==> config.mk <==
export PLATFORM = sky130hd
export DESIGN_NAME = uart_tx_arbiter_flat
export DESIGN_NICKNAME = d
export VERILOG_FILES = /design/src/rtl/uart_pkg.sv /design/src/rtl/uart_tx_arbiter_if.sv /design/src/rtl/rr_arbiter.sv /design/src/rtl/uart_tx_arbiter.sv /design/src/flat_wrapper.sv
export SDC_FILE = /design/constraint.sdc
export NUM_CORES = 1
export LEC_CHECK = 0
export CORE_UTILIZATION = 25
export CTS_BUF_LIST = sky130_fd_sc_hd__clkbuf_4
export CTS_CLUSTER_SIZE = 8
export DETAILED_ROUTE_END_ITERATION = 8
export DONT_BUFFER_PORTS = 1
export GPL_ROUTABILITY_DRIVEN = 0
export HOLD_SLACK_MARGIN = 0.02
export PLACE_DENSITY_LB_ADDON = 0.1
export SYNTH_ARGS = -nofsm -noshare
export SYNTH_HDL_FRONTEND = slang
export SYNTH_SLANG_ARGS = --single-unit
==> constraint.sdc <==
create_clock -name clk -period 7.3 [get_ports clk]
set_clock_uncertainty 0.2 [all_clocks]
set_input_delay 1.825 -clock clk [delete_from_list [all_inputs] [get_ports clk]]
set_output_delay 1.825 -clock clk [all_outputs]
set_load 0.005 [all_outputs]
==> src/rtl/uart_pkg.sv <==
// Shared UART definitions: frame length, byte type and the arbiter state encoding.
package uart_pkg;

    // start bit + 8 data bits + stop bit
    localparam int UART_FRAME_BITS = 10;

    typedef logic [7:0] uart_byte_t;

    typedef enum logic [1:0] {
        IDLE,
        SEND,
        WAIT
    } tx_arb_state_e;

endpackage

==> src/rtl/uart_tx_arbiter_if.sv <==
// Requester-side bus of the UART arbiter: per-requester valid/data with a one-hot ready.
// Requester k owns req_data[8k+7:8k].
interface uart_tx_arbiter_if #(
    parameter int N_REQ = 4
);
    logic [N_REQ-1:0]   req_valid;
    logic [N_REQ*8-1:0] req_data;
    logic [N_REQ-1:0]   req_ready;

    // Producers drive valid/data and watch ready.
    modport master (
        output req_valid,
        output req_data,
        input  req_ready
    );

    // The arbiter samples valid/data and returns the accept strobe.
    modport slave (
        input  req_valid,
        input  req_data,
        output req_ready
    );
endinterface

==> src/rtl/rr_arbiter.sv <==
// Combinational round-robin priority pick: the first set request found scanning
// upward from ptr (wrapping modulo N) wins. The pointer itself lives in the caller.
module rr_arbiter #(
    parameter int N  = 4,
    parameter int IW = (N > 1) ? $clog2(N) : 1
) (
    input  logic [N-1:0]  req,
    input  logic [IW-1:0] ptr,
    output logic [N-1:0]  grant,
    output logic [IW-1:0] grant_idx,
    output logic          any_req
);

    // Rotated scan; once a winner is found, later positions are ignored.
    always_comb begin
        logic [IW-1:0] idx;
        grant     = '0;
        grant_idx = '0;
        any_req   = 1'b0;
        idx       = '0;
        for (int i = 0; i < N; i++) begin
            idx = IW'((int'(ptr) + i) % N);
            if (!any_req && req[idx]) begin
                any_req    = 1'b1;
                grant[idx] = 1'b1;
                grant_idx  = idx;
            end
        end
    end

endmodule

==> src/rtl/uart_tx_arbiter.sv <==
// Shares one uart_tx among N_REQ byte producers. A byte is accepted in IDLE,
// tx_send is pulsed for SEND_CYCLES, and further grants are held off until a
// full frame plus guard time has elapsed since the send started.
module uart_tx_arbiter
    import uart_pkg::*;
#(
    parameter int N_REQ        = 4,
    parameter int CLKS_PER_BIT = 868,
    parameter int SEND_CYCLES  = 2,
    parameter int GUARD_CLKS   = 16,
    localparam int GRANT_W     = (N_REQ > 1) ? $clog2(N_REQ) : 1
) (
    input  logic               clk,
    input  logic               rst_n,
    uart_tx_arbiter_if.slave   req_if,
    input  logic               rx_ready_i,
    output logic               tx_send_o,
    output uart_byte_t         tx_data_o,
    output logic               busy_o,
    output logic [GRANT_W-1:0] grant_id_o
);

    localparam int FRAME_CLKS = UART_FRAME_BITS * CLKS_PER_BIT + GUARD_CLKS;
    localparam int TIMER_W    = $clog2(FRAME_CLKS);

    tx_arb_state_e      state_reg;
    logic [GRANT_W-1:0] ptr_reg;
    logic [TIMER_W-1:0] timer_reg;
    logic               tx_send_reg;
    uart_byte_t         tx_data_reg;
    logic               busy_reg;
    logic [GRANT_W-1:0] grant_id_reg;

    logic [N_REQ-1:0]   rr_grant;
    logic [GRANT_W-1:0] rr_idx;
    logic               rr_any;
    logic               accept;
    logic [GRANT_W-1:0] ptr_next;
    uart_byte_t         req_bytes [N_REQ];

    for (genvar gi = 0; gi < N_REQ; gi++) begin : g_unpack
        assign req_bytes[gi] = req_if.req_data[8*gi +: 8];
    end

    rr_arbiter #(
        .N  (N_REQ),
        .IW (GRANT_W)
    ) u_rr (
        .req       (req_if.req_valid),
        .ptr       (ptr_reg),
        .grant     (rr_grant),
        .grant_idx (rr_idx),
        .any_req   (rr_any)
    );

    // Accept only from IDLE with the far end ready; reset masks the strobe so a
    // producer never sees a handshake that the registers will not honour.
    assign accept           = (state_reg == IDLE) && rst_n && rx_ready_i && rr_any;
    assign req_if.req_ready = {N_REQ{accept}} & rr_grant;
    assign ptr_next         = (rr_idx == GRANT_W'(N_REQ - 1)) ? '0 : rr_idx + 1'b1;

    // Frame sequencer; the timer runs from SEND entry through the end of WAIT.
    always_ff @(posedge clk) begin
        if (!rst_n) begin
            state_reg    <= IDLE;
            ptr_reg      <= '0;
            timer_reg    <= '0;
            tx_send_reg  <= 1'b0;
            tx_data_reg  <= 8'h00;
            busy_reg     <= 1'b0;
            grant_id_reg <= '0;
        end else begin
            case (state_reg)
                IDLE: begin
                    if (accept) begin
                        tx_data_reg  <= req_bytes[rr_idx];
                        grant_id_reg <= rr_idx;
                        ptr_reg      <= ptr_next;
                        timer_reg    <= '0;
                        tx_send_reg  <= 1'b1;
                        busy_reg     <= 1'b1;
                        state_reg    <= SEND;
                    end
                end
                SEND: begin
                    timer_reg <= timer_reg + 1'b1;
                    if (timer_reg == TIMER_W'(SEND_CYCLES - 1)) begin
                        tx_send_reg <= 1'b0;
                        state_reg   <= WAIT;
                    end
                end
                WAIT: begin
                    if (timer_reg == TIMER_W'(FRAME_CLKS - 1)) begin
                        timer_reg <= '0;
                        busy_reg  <= 1'b0;
                        state_reg <= IDLE;
                    end else begin
                        timer_reg <= timer_reg + 1'b1;
                    end
                end
                default: state_reg <= IDLE;
            endcase
        end
    end

    assign tx_send_o  = tx_send_reg;
    assign tx_data_o  = tx_data_reg;
    assign busy_o     = busy_reg;
    assign grant_id_o = grant_id_reg;

endmodule

==> src/flat_wrapper.sv <==
// flat-port wrapper written by rule: the top's interface ports become plain ports
module uart_tx_arbiter_flat import uart_pkg::*;
#(
    parameter int N_REQ        = 4,
    parameter int CLKS_PER_BIT = 868,
    parameter int SEND_CYCLES  = 2,
    parameter int GUARD_CLKS   = 16,
    localparam int GRANT_W     = (N_REQ > 1) ? $clog2(N_REQ) : 1
)
  (clk, rst_n, rx_ready_i, tx_send_o, tx_data_o, busy_o, grant_id_o, req_if_req_valid, req_if_req_data, req_if_req_ready);
  uart_tx_arbiter_if #(.N_REQ(N_REQ)) req_if_i ();
  input  logic clk;
  input  logic rst_n;
  input  logic rx_ready_i;
  output logic tx_send_o;
  output uart_byte_t tx_data_o;
  output logic busy_o;
  output logic [GRANT_W-1:0] grant_id_o;
  input wire logic [$bits(req_if_i.req_valid)-1:0] req_if_req_valid;
  input wire logic [$bits(req_if_i.req_data)-1:0] req_if_req_data;
  output wire logic [$bits(req_if_i.req_ready)-1:0] req_if_req_ready;
  assign req_if_i.req_valid = req_if_req_valid;
  assign req_if_i.req_data = req_if_req_data;
  assign req_if_req_ready = req_if_i.req_ready;
  uart_tx_arbiter #(.N_REQ(N_REQ), .CLKS_PER_BIT(CLKS_PER_BIT), .SEND_CYCLES(SEND_CYCLES), .GUARD_CLKS(GUARD_CLKS)) u_core (.clk(clk), .rst_n(rst_n), .req_if(req_if_i), .rx_ready_i(rx_ready_i), .tx_send_o(tx_send_o), .tx_data_o(tx_data_o), .busy_o(busy_o), .grant_id_o(grant_id_o));
endmodule
==> impl_metrics.env, run 1 <==
export IMPL_outcome="completed"
export IMPL_cap_viol_max_count=0
export IMPL_cp_arrival_ps=3260
export IMPL_hold_class="reg2reg"
export IMPL_switching_share=0.413
export IMPL_drtIter0Drc=60
export IMPL_io_buffers=0
export IMPL_finalHoldViolations=0
export IMPL_nFillCells=833
export IMPL_synth_top_cell_by_area="dfxtp_1"
export IMPL_vdd_ir_drop_max_uv=70.7
export IMPL_slew_violations=0
export IMPL_detailed_place_hpwl_mm=3.55
export IMPL_worst_slew_pin_slew_ps=1060
export IMPL_synth_seq_cells=30
export IMPL_clkPwrFrac=0.142
export IMPL_critPathKind="reg2out"
export IMPL_insertion_delay_ps=330
export IMPL_fin_crit_sh=0.724
export IMPL_largest_reg_flops=14
export IMPL_ys_async_sr_fraction=0
export IMPL_path_cells="inv_1, ha_1, mux4_2, nor2b_4, a221o_1, o21ai_0, a21oi_1"
export IMPL_cts_sinks=30
export IMPL_rsz0062_at_grt="no"
export IMPL_grt_pass1_wl_mm=8.05
export IMPL_period_needed_ps=5280
export IMPL_synth_most_common_cell="dfxtp_1"
export IMPL_antenna_found_initial=0
export IMPL_drive_above_1_share=0.0996
export IMPL_dieArea_um2=8670
export IMPL_yosysWarningCount=0
export IMPL_clock_root_buffer="clkbuf_4"
export IMPL_viasPerCell=4.96
export IMPL_cts_setup_buffers=0
export IMPL_pwr_share_seq=0.363
export IMPL_row_count=32
export IMPL_area_growth_pct=4.94
export IMPL_layout_cells_non_filler=333
export IMPL_io_pins=55
export IMPL_postSynthAreaPerCell_um2=8.87
export IMPL_grt_use_total=0.118
export IMPL_cts_resized=0
export IMPL_grt_max_degree=19
export IMPL_dpl_cell_count=325
export IMPL_max_freq_ghz=0.189
export IMPL_synth_flop_cell="dfxtp_1"
export IMPL_cts_tree="done"
export IMPL_endpoint_kind="output port"
export IMPL_power_mw=0.695
export IMPL_fin_setup_tns_ps=0
export IMPL_p_switching_mw=0.287
export IMPL_synth_fp_nets=287
export IMPL_intPower_mw=0.408
export IMPL_ys_types=46
export IMPL_min_delay_path_depth=2
export IMPL_cts_buffers=5
export IMPL_final_nets=283
export IMPL_die_y_um=93.1
export IMPL_grt_overflow=0
export IMPL_synth_area_top_cells="dfxtp_1, mux2i_1, ha_1, xnor2_1, nor2_1"
export IMPL_cts_buffer_depth=2
export IMPL_cp_start_kind="flop"
export IMPL_r2r_cells=8
export IMPL_slowest_stage="dfxtp_1"
export IMPL_placeableCoreArea_um2=7890
export IMPL_drc=0
export IMPL_cts_max_level=2
export IMPL_p_leak_nw=0.807
export IMPL_ant_nets=0
export IMPL_setup_viol=0
export IMPL_holdBufCountCts=0
export IMPL_ys_seq_area_frac=0.289
export IMPL_critPathMaxFanout=16
export IMPL_yosys_area_top_type_share=0.289
export IMPL_max_stage_delay_ps=790
export IMPL_routed_wl_mm=4.75
export IMPL_synth_common_cells="dfxtp_1, nor2_1, mux2i_1, nand2_1"
export IMPL_routedWlPerCell_um=14.3
export IMPL_diodes=0
export IMPL_initial_core_util=0.263
export IMPL_syn_inst=234
export IMPL_crit_required_ps=5280
export IMPL_clk_pin_slew_worst_paths_ps=100
export IMPL_dp_worst_setup_slack_ps=2220
export IMPL_p_comb_frac=0.494
export IMPL_synth_edf_count=0
export IMPL_vias=1652
export IMPL_die_x_um=93.1
export IMPL_drt_pass1_iter_count=4
export IMPL_synth_area_um2=2080
export IMPL_p_per_area_nw_per_um2=319
export IMPL_maxSlewHeadroom=0.290
export IMPL_setup_ws_ps=2020
export IMPL_grt_pass1_vias=1627
## power groups by stage
stage	clock network, mW	registers (mW)	logic [mW]
detailed placement	0	0.258	0.347
finish	0.0990	0.253	0.343
CTS	0.105	0.254	0.348
global placement	0	0.258	0.351
floorplan	0	0.237	0.326
global route	0.114	0.261	0.392
## placed cells by master, fill, tap and decap left out, types with 2 or more instances in the layout
master    instances
nand2_1          16
nor3_1            5
a221o_1           5
a21oi_1          10
nor3b_1           6
and2_1            2
xor2_1            2
mux2i_1          19
nand3_1          14
mux4_2            2
o21ai_0           8
nor2_1           27
o221ai_1          8
nor4_1            3
clkbuf_4          6
a21o_1            2
inv_1            11
mux2_2            3
ha_1             14
dfxtp_1          30
xnor2_1          13
nand4_1           3
## metrics by stage
step / hold WS, ps / util / area, um2
after global placement: 297 / 0.269 / 2120
final: 306 / 0.276 / 2180
after global routing: 330 / 0.276 / 2180
after CTS: 315 / 0.276 / 2180
after detailed placement: 299 / 0.269 / 2120
after floorplan: 253 / - / 2080
## layer usage
metal  GRT usage  vias up  wire length, um
met2       0.182       60             1960
met1       0.155      753             2370
met3      0.0423        5              377
met5           0        -                0
li1            -      834                -
met4      0.0346        0               40
## area by class of cell
| cell class | count | area (um2) | share of cell area |
|---|---|---|---|
| clock buffers | 6 | 45.0 | 0.0207 |
| clock inverters | 2 | 8.76 | 0.00402 |
| inverters | 12 | 45.0 | 0.0207 |
| multi-input cells | 181 | 1350 | 0.620 |
| flip-flops and latches | 30 | 601 | 0.276 |
| well taps | 102 | 128 | 0.0586 |
## worst max-delay path: cells and delay by family, from the launching register on
kind,cells,cell delay [ps]
AOI/OAI and AO/OA,3,450
adders and majority gates,1,520
buffers and inverters,1,300
DFF,1,790
muxes,1,640
and+or+nand+nor,1,230
## final timing paths
path	from	end	slack, ps
setup / recovery	u_core.ptr_reg[0]	req_if_req_ready[2]	2020
setup reg to reg	u_core.ptr_reg[0]	u_core.tx_data_o[4]	3480
hold reg to reg	u_core.tx_send_o	u_core.tx_send_o	310
hold / removal	u_core.tx_send_o	u_core.tx_send_o	310
## cells by family after synthesis
family | share of synthesized area
simple gates | 0.202
fa+ha+maj | 0.0844
compound gates | 0.155
buf+inv | 0.0615
mux | 0.137
flops | 0.289
xor+xnor | 0.0711
No activity file was read; power rests on OpenSTA's default activity.
==> run 2: changes to the inputs <==
==> constraint.sdc (replaced) <==
create_clock -name clk -period 4.75 [get_ports clk]
set_clock_uncertainty 0.2 [all_clocks]
set_input_delay 1.1875 -clock clk [delete_from_list [all_inputs] [get_ports clk]]
set_output_delay 1.1875 -clock clk [all_outputs]
set_load 0.005 [all_outputs]
==> run 2 against run 1 <==
Compared with the run above:
- via count is 2.1% lower
- routed wire length is 0.59% higher
- setup slack worse by 1500 ps
- non-clock buffer count is 2 higher
- cell count is 0.60% higher
- clock power is 44% higher
- utilization is 0.13 points higher
- first-iteration DRC count is 23% lower
- highest routed layer unchanged
- global-route usage is 0.13 points lower
==> impl_metrics.env, run 2 (synthesized netlist as in run 1, its figures left out) <==
export IMPL_cts_max_level=2
export IMPL_register_area_um2=601
export IMPL_grt_max_degree=19
export IMPL_insertion_delay_ps=330
export IMPL_die_y_um=93.1
export IMPL_worst_slew_pin_slew_ps=677
export IMPL_cts_tree="done"
export IMPL_cts_setup_buffers=0
export IMPL_setup_viol=0
export IMPL_routedWlPerCell_um=14.3
export IMPL_fin_area_um2=2190
export IMPL_fin_crit_sh=0.894
export IMPL_maxSlewHeadroom=0.544
export IMPL_drc=0
export IMPL_rsz0062_at_grt="no"
export IMPL_clkPwrFrac=0.134
export IMPL_nFillCells=857
export IMPL_final_common_cell="dfxtp_1"
export IMPL_cts_resized=0
export IMPL_ant_nets=0
export IMPL_placeableCoreArea_um2=7890
export IMPL_grt_pass1_wl_mm=7.81
export IMPL_routed_wl_mm=4.78
export IMPL_cts_sinks=30
export IMPL_antenna_found_initial=0
export IMPL_viasPerCell=4.83
export IMPL_cts_buffers=5
export IMPL_placed_area_um2=2140
export IMPL_fin_util=0.277
export IMPL_p_comb_frac=0.523
export IMPL_cp_arrival_ps=2860
export IMPL_row_count=32
export IMPL_hold_class="reg2reg"
export IMPL_hold_ws_ps=297
export IMPL_io_pins=55
export IMPL_intPower_mw=0.626
export IMPL_clock_root_buffer="clkbuf_4"
export IMPL_critPathKind="reg2out"
export IMPL_clk_pin_slew_worst_paths_ps=90
export IMPL_vdd_ir_drop_max_uv=89.3
export IMPL_drt_pass1_iter_count=4
export IMPL_switching_share=0.415
export IMPL_p_leak_nw=0.811
export IMPL_layout_cells_non_filler=335
export IMPL_die_x_um=93.1
export IMPL_endpoint_kind="output port"
export IMPL_detailed_place_hpwl_mm=3.61
export IMPL_finalHoldViolations=0
export IMPL_holdBufCountCts=0
export IMPL_vias=1618
export IMPL_critPathMaxFanout=8
export IMPL_area_growth_pct=5.43
export IMPL_cp_start_kind="flop"
export IMPL_cap_viol_max_count=0
export IMPL_p_per_area_nw_per_um2=489
export IMPL_final_cell_mix="dfxtp_1, nor2_1, mux2i_1, nand2_1"
export IMPL_p_switching_mw=0.443
export IMPL_max_freq_ghz=0.235
export IMPL_largest_reg_flops=14
export IMPL_fin_setup_tns_ps=0
export IMPL_slew_violations=0
export IMPL_grt_pass1_vias=1566
export IMPL_io_buffers=0
export IMPL_outcome="completed"
export IMPL_period_needed_ps=4250
export IMPL_drtIter0Drc=46
export IMPL_final_nets=285
export IMPL_drive_above_1_share=0.0987
export IMPL_dpl_cell_count=327
export IMPL_initial_core_util=0.263
export IMPL_crit_required_ps=3360
export IMPL_dieArea_um2=8670
export IMPL_multiInputGateArea_um2=1350
export IMPL_cts_buffer_depth=2
export IMPL_pwr_share_seq=0.343
export IMPL_grt_use_total=0.117
export IMPL_diodes=0
export IMPL_grt_overflow=0
[run 2: changes by cell type in the layout (fill, tap and decap cells not counted)]
cell	delta
buf_4	+2
clkinv_1	+2
clkbuf_4	-1
clkinv_2	-1
[run 2: layout make-up]
class / instances / share of cell area
Clock buffer: 5 / 0.0172
Tap cell: 102 / 0.0583
Clock inverter: 3 / 0.00515
Multi-Input combinational cell: 181 / 0.617
Inverter: 12 / 0.0206
Sequential cell: 30 / 0.274
Timing Repair Buffer: 2 / 0.00686
[run 2: critical path: stages, from the launching register on]
cell     delay (ps)
dfxtp_1         520
inv_1           210
ha_1            480
mux4_2          640
nor2b_4         230
a221o_1         170
o21ai_0          80
a21oi_1         200
[run 2: power by group through the flow]
stage / Sequential (mW) / Combinational, mW / Clock (mW)
3_3_place_gp: 0.377 / 0.574 / 0
5_1_grt: 0.378 / 0.630 / 0.167
4_1_cts: 0.370 / 0.570 / 0.157
3_5_place_dp: 0.376 / 0.568 / 0
2_1_floorplan: 0.364 / 0.500 / 0
6_report: 0.367 / 0.559 / 0.143
[run 2: final timing paths]
| check | start | end | slack [ps] | depth (start not counted) |
|---|---|---|---|---|
| worst max-delay path | u_core.ptr_reg[1] | req_if_req_ready[2] | 500 | 7 |
| worst min register to register | u_core.grant_id_o[0] | u_core.grant_id_o[0] | 300 | 2 |
| worst max register to register | u_core.ptr_reg[1] | u_core.tx_data_o[4] | 1650 | 8 |
| worst min-delay path | u_core.grant_id_o[0] | u_core.grant_id_o[0] | 300 | 2 |
[run 2: per-stage QoR]
stage / setup slack [ps] / power, mW
2_1_floorplan: 917 / 0.864
3_3_place_gp: 939 / 0.951
3_5_place_dp: 851 / 0.944
4_1_cts: 466 / 1.10
5_1_grt: 282 / 1.18
6_report: 501 / 1.07
[run 2: layer usage]
layer	share of wire	track usage	up-vias
met5	0	0	-
met4	0.0080	0.0423	0
met3	0.080	0.0447	2
met2	0.41	0.180	55
met1	0.50	0.149	725
li1	-	-	836
==> run 3: changes to the inputs <==
--- a/config.mk
+++ b/config.mk
@@ -7,12 +7,13 @@
 export LEC_CHECK = 0
 export CORE_UTILIZATION = 25
 export CTS_BUF_LIST = sky130_fd_sc_hd__clkbuf_4
-export CTS_CLUSTER_SIZE = 8
+export CTS_CLUSTER_SIZE = 28
 export DETAILED_ROUTE_END_ITERATION = 8
 export DONT_BUFFER_PORTS = 1
 export GPL_ROUTABILITY_DRIVEN = 0
 export HOLD_SLACK_MARGIN = 0.02
 export PLACE_DENSITY_LB_ADDON = 0.1
+export REMOVE_ABC_BUFFERS = 1
 export SYNTH_ARGS = -nofsm -noshare
 export SYNTH_HDL_FRONTEND = slang
 export SYNTH_SLANG_ARGS = --single-unit
==> run 3 against run 2 <==
Compared with the run above:
- sequential cell count unchanged
- hold slack got worse by 2.5 ps
- cell count unchanged
- combinational power about the same
- critical endpoint unchanged
- sequential power about the same
- highest routed layer unchanged
==> impl_metrics.env, run 3 (synthesized netlist as in run 1, its figures left out) <==
export IMPL_p_leak_nw=0.828
export IMPL_outcome="completed"
export IMPL_cts_setup_buffers=0
export IMPL_fin_area_um2=2220
export IMPL_cp_start_kind="flop"
export IMPL_clk_pin_slew_worst_paths_ps=100
export IMPL_vias=1644
export IMPL_fin_util=0.281
export IMPL_crit_buf_inv=1
export IMPL_max_freq_ghz=0.237
export IMPL_placed_area_um2=2140
export IMPL_cp_arrival_ps=2840
export IMPL_drt_pass1_iter_count=4
export IMPL_cp_top_family="multiplexers"
export IMPL_dp_worst_setup_slack_ps=904
export IMPL_clock_root_buffer="clkbuf_4"
export IMPL_antenna_found_initial=0
export IMPL_grt_pass1_vias=1480
export IMPL_crit_required_ps=3360
export IMPL_reg2reg_from="u_core.ptr_reg[1]"
export IMPL_cp_depth=7
export IMPL_die_x_um=93.1
export IMPL_setup_ws_ps=523
export IMPL_drc=0
export IMPL_p_per_area_nw_per_um2=509
export IMPL_cts_tree="done"
export IMPL_holdCritStartpoint="u_core.grant_id_o[0]"
export IMPL_slowest_stage="mux4_2"
export IMPL_io_buffers=0
export IMPL_grtUsageMet1=0.144
export IMPL_grt_overflow=0
export IMPL_period_needed_ps=4230
export IMPL_viasPerCell=4.91
export IMPL_area_growth_pct=6.81
export IMPL_holdBufCountCts=0
export IMPL_dieArea_um2=8670
export IMPL_gr_usage_met3=0.0366
export IMPL_grt_pass1_wl_mm=7.32
export IMPL_gr_max_usage_layer="met2"
export IMPL_grt_use_total=0.107
export IMPL_routed_wl_mm=4.55
export IMPL_insertion_delay_ps=320
export IMPL_cap_viol_max_count=0
export IMPL_row_count=32
export IMPL_slew_violations=0
export IMPL_critPathMaxFanout=8
export IMPL_routedWlPerCell_um=13.6
export IMPL_min_delay_path_depth=2
export IMPL_cts_buffers=5
export IMPL_maxSlewHeadroom=0.545
export IMPL_largest_reg_flops=14
export IMPL_r2r_cells=8
export IMPL_min_delay_worst_endpoint="u_core.grant_id_o[0]"
export IMPL_detailed_place_hpwl_mm=3.45
export IMPL_final_common_cell="dfxtp_1"
export IMPL_nFillCells=837
export IMPL_fin_setup_tns_ps=0
export IMPL_finalHoldViolations=0
export IMPL_path_cells="inv_1, ha_1, mux4_2, nor2b_4, a221o_1, o21ai_0, a21oi_1"
export IMPL_worst_slew_pin_slew_ps=676
export IMPL_hold_class="reg2reg"
export IMPL_final_nets=285
export IMPL_rrSetupSlack_ps=1730
export IMPL_die_y_um=93.1
export IMPL_vdd_ir_drop_max_uv=111
export IMPL_cts_sinks=30
export IMPL_final_cell_mix="dfxtp_1, nor2_1, mux2i_1, nand2_1"
export IMPL_critPathKind="reg2out"
export IMPL_hold_ws_ps=295
export IMPL_cts_resized=0
export IMPL_reg2reg_to="u_core.tx_data_o[6]"
export IMPL_placeableCoreArea_um2=7890
export IMPL_cts_buffer_depth=2
export IMPL_ant_nets=0
export IMPL_fin_crit_sh=0.890
export IMPL_drive_above_1_share=0.112
export IMPL_setup_viol=0
export IMPL_initial_core_util=0.263
export IMPL_rsz0062_at_grt="no"
export IMPL_grt_max_degree=19
export IMPL_drtIter0Drc=88
export IMPL_io_pins=55
export IMPL_max_stage_delay_ps=630
export IMPL_diodes=0
export IMPL_cts_max_level=2
export IMPL_use_met2=0.159
export IMPL_endpoint_kind="output port"
## run 3: changes by cell type in the layout (fill, tap and decap cells not counted)
cell       previous run  this run
clkinv_2              0         2
clkinv_1              3         0
bufinv_16             0         1
## run 3: report_power, final
| group | total, mW | internal (mW) | switching, mW |
|---|---|---|---|
| clock | 0.201 | 0.109 | 0.0924 |
| sequential | 0.367 | 0.313 | 0.0537 |
| combinational | 0.559 | 0.260 | 0.299 |
| total | 1.13 | 0.683 | 0.445 |
## run 3: metal layers
layer	part of all wire	routed length, um
met1	0.50	2260
met2	0.42	1900
met3	0.079	359
met4	0.0055	25
met5	0	0
## run 3: worst max path at each step
stage | start | end
global route | u_core.ptr_reg[1] | req_if_req_ready[3]
CTS | u_core.ptr_reg[1] | req_if_req_ready[2]
global placement | u_core.ptr_reg[1] | req_if_req_ready[2]
finish | u_core.ptr_reg[1] | req_if_req_ready[2]
floorplan | u_core.ptr_reg[0] | req_if_req_ready[0]
detailed placement | u_core.ptr_reg[1] | req_if_req_ready[2]
## run 3: through the flow
step | cells | total power [mW]
6_report | 335 | 1.13
5_1_grt | 335 | 1.23
3_3_place_gp | 327 | 0.957
2_1_floorplan | 223 | 0.821
3_5_place_dp | 327 | 0.942
4_1_cts | 335 | 1.15
## run 3: tightest hold or removal path, cell delays in order, from the launching register on
cell     delay (ps)
dfxtp_1         340
nand2_1          60
a21oi_1          60
## run 3: area by class of cell
cell class              instances  area [um2]  share of cell area
multi-input cells             181        1350               0.609
flip-flops and latches         30         601               0.271
well taps                     102         128              0.0576
inverters                      12        45.0              0.0203
clock inverters                 3        40.0              0.0181
clock buffers                   5        37.5              0.0169
repair buffers                  2        15.0             0.00677
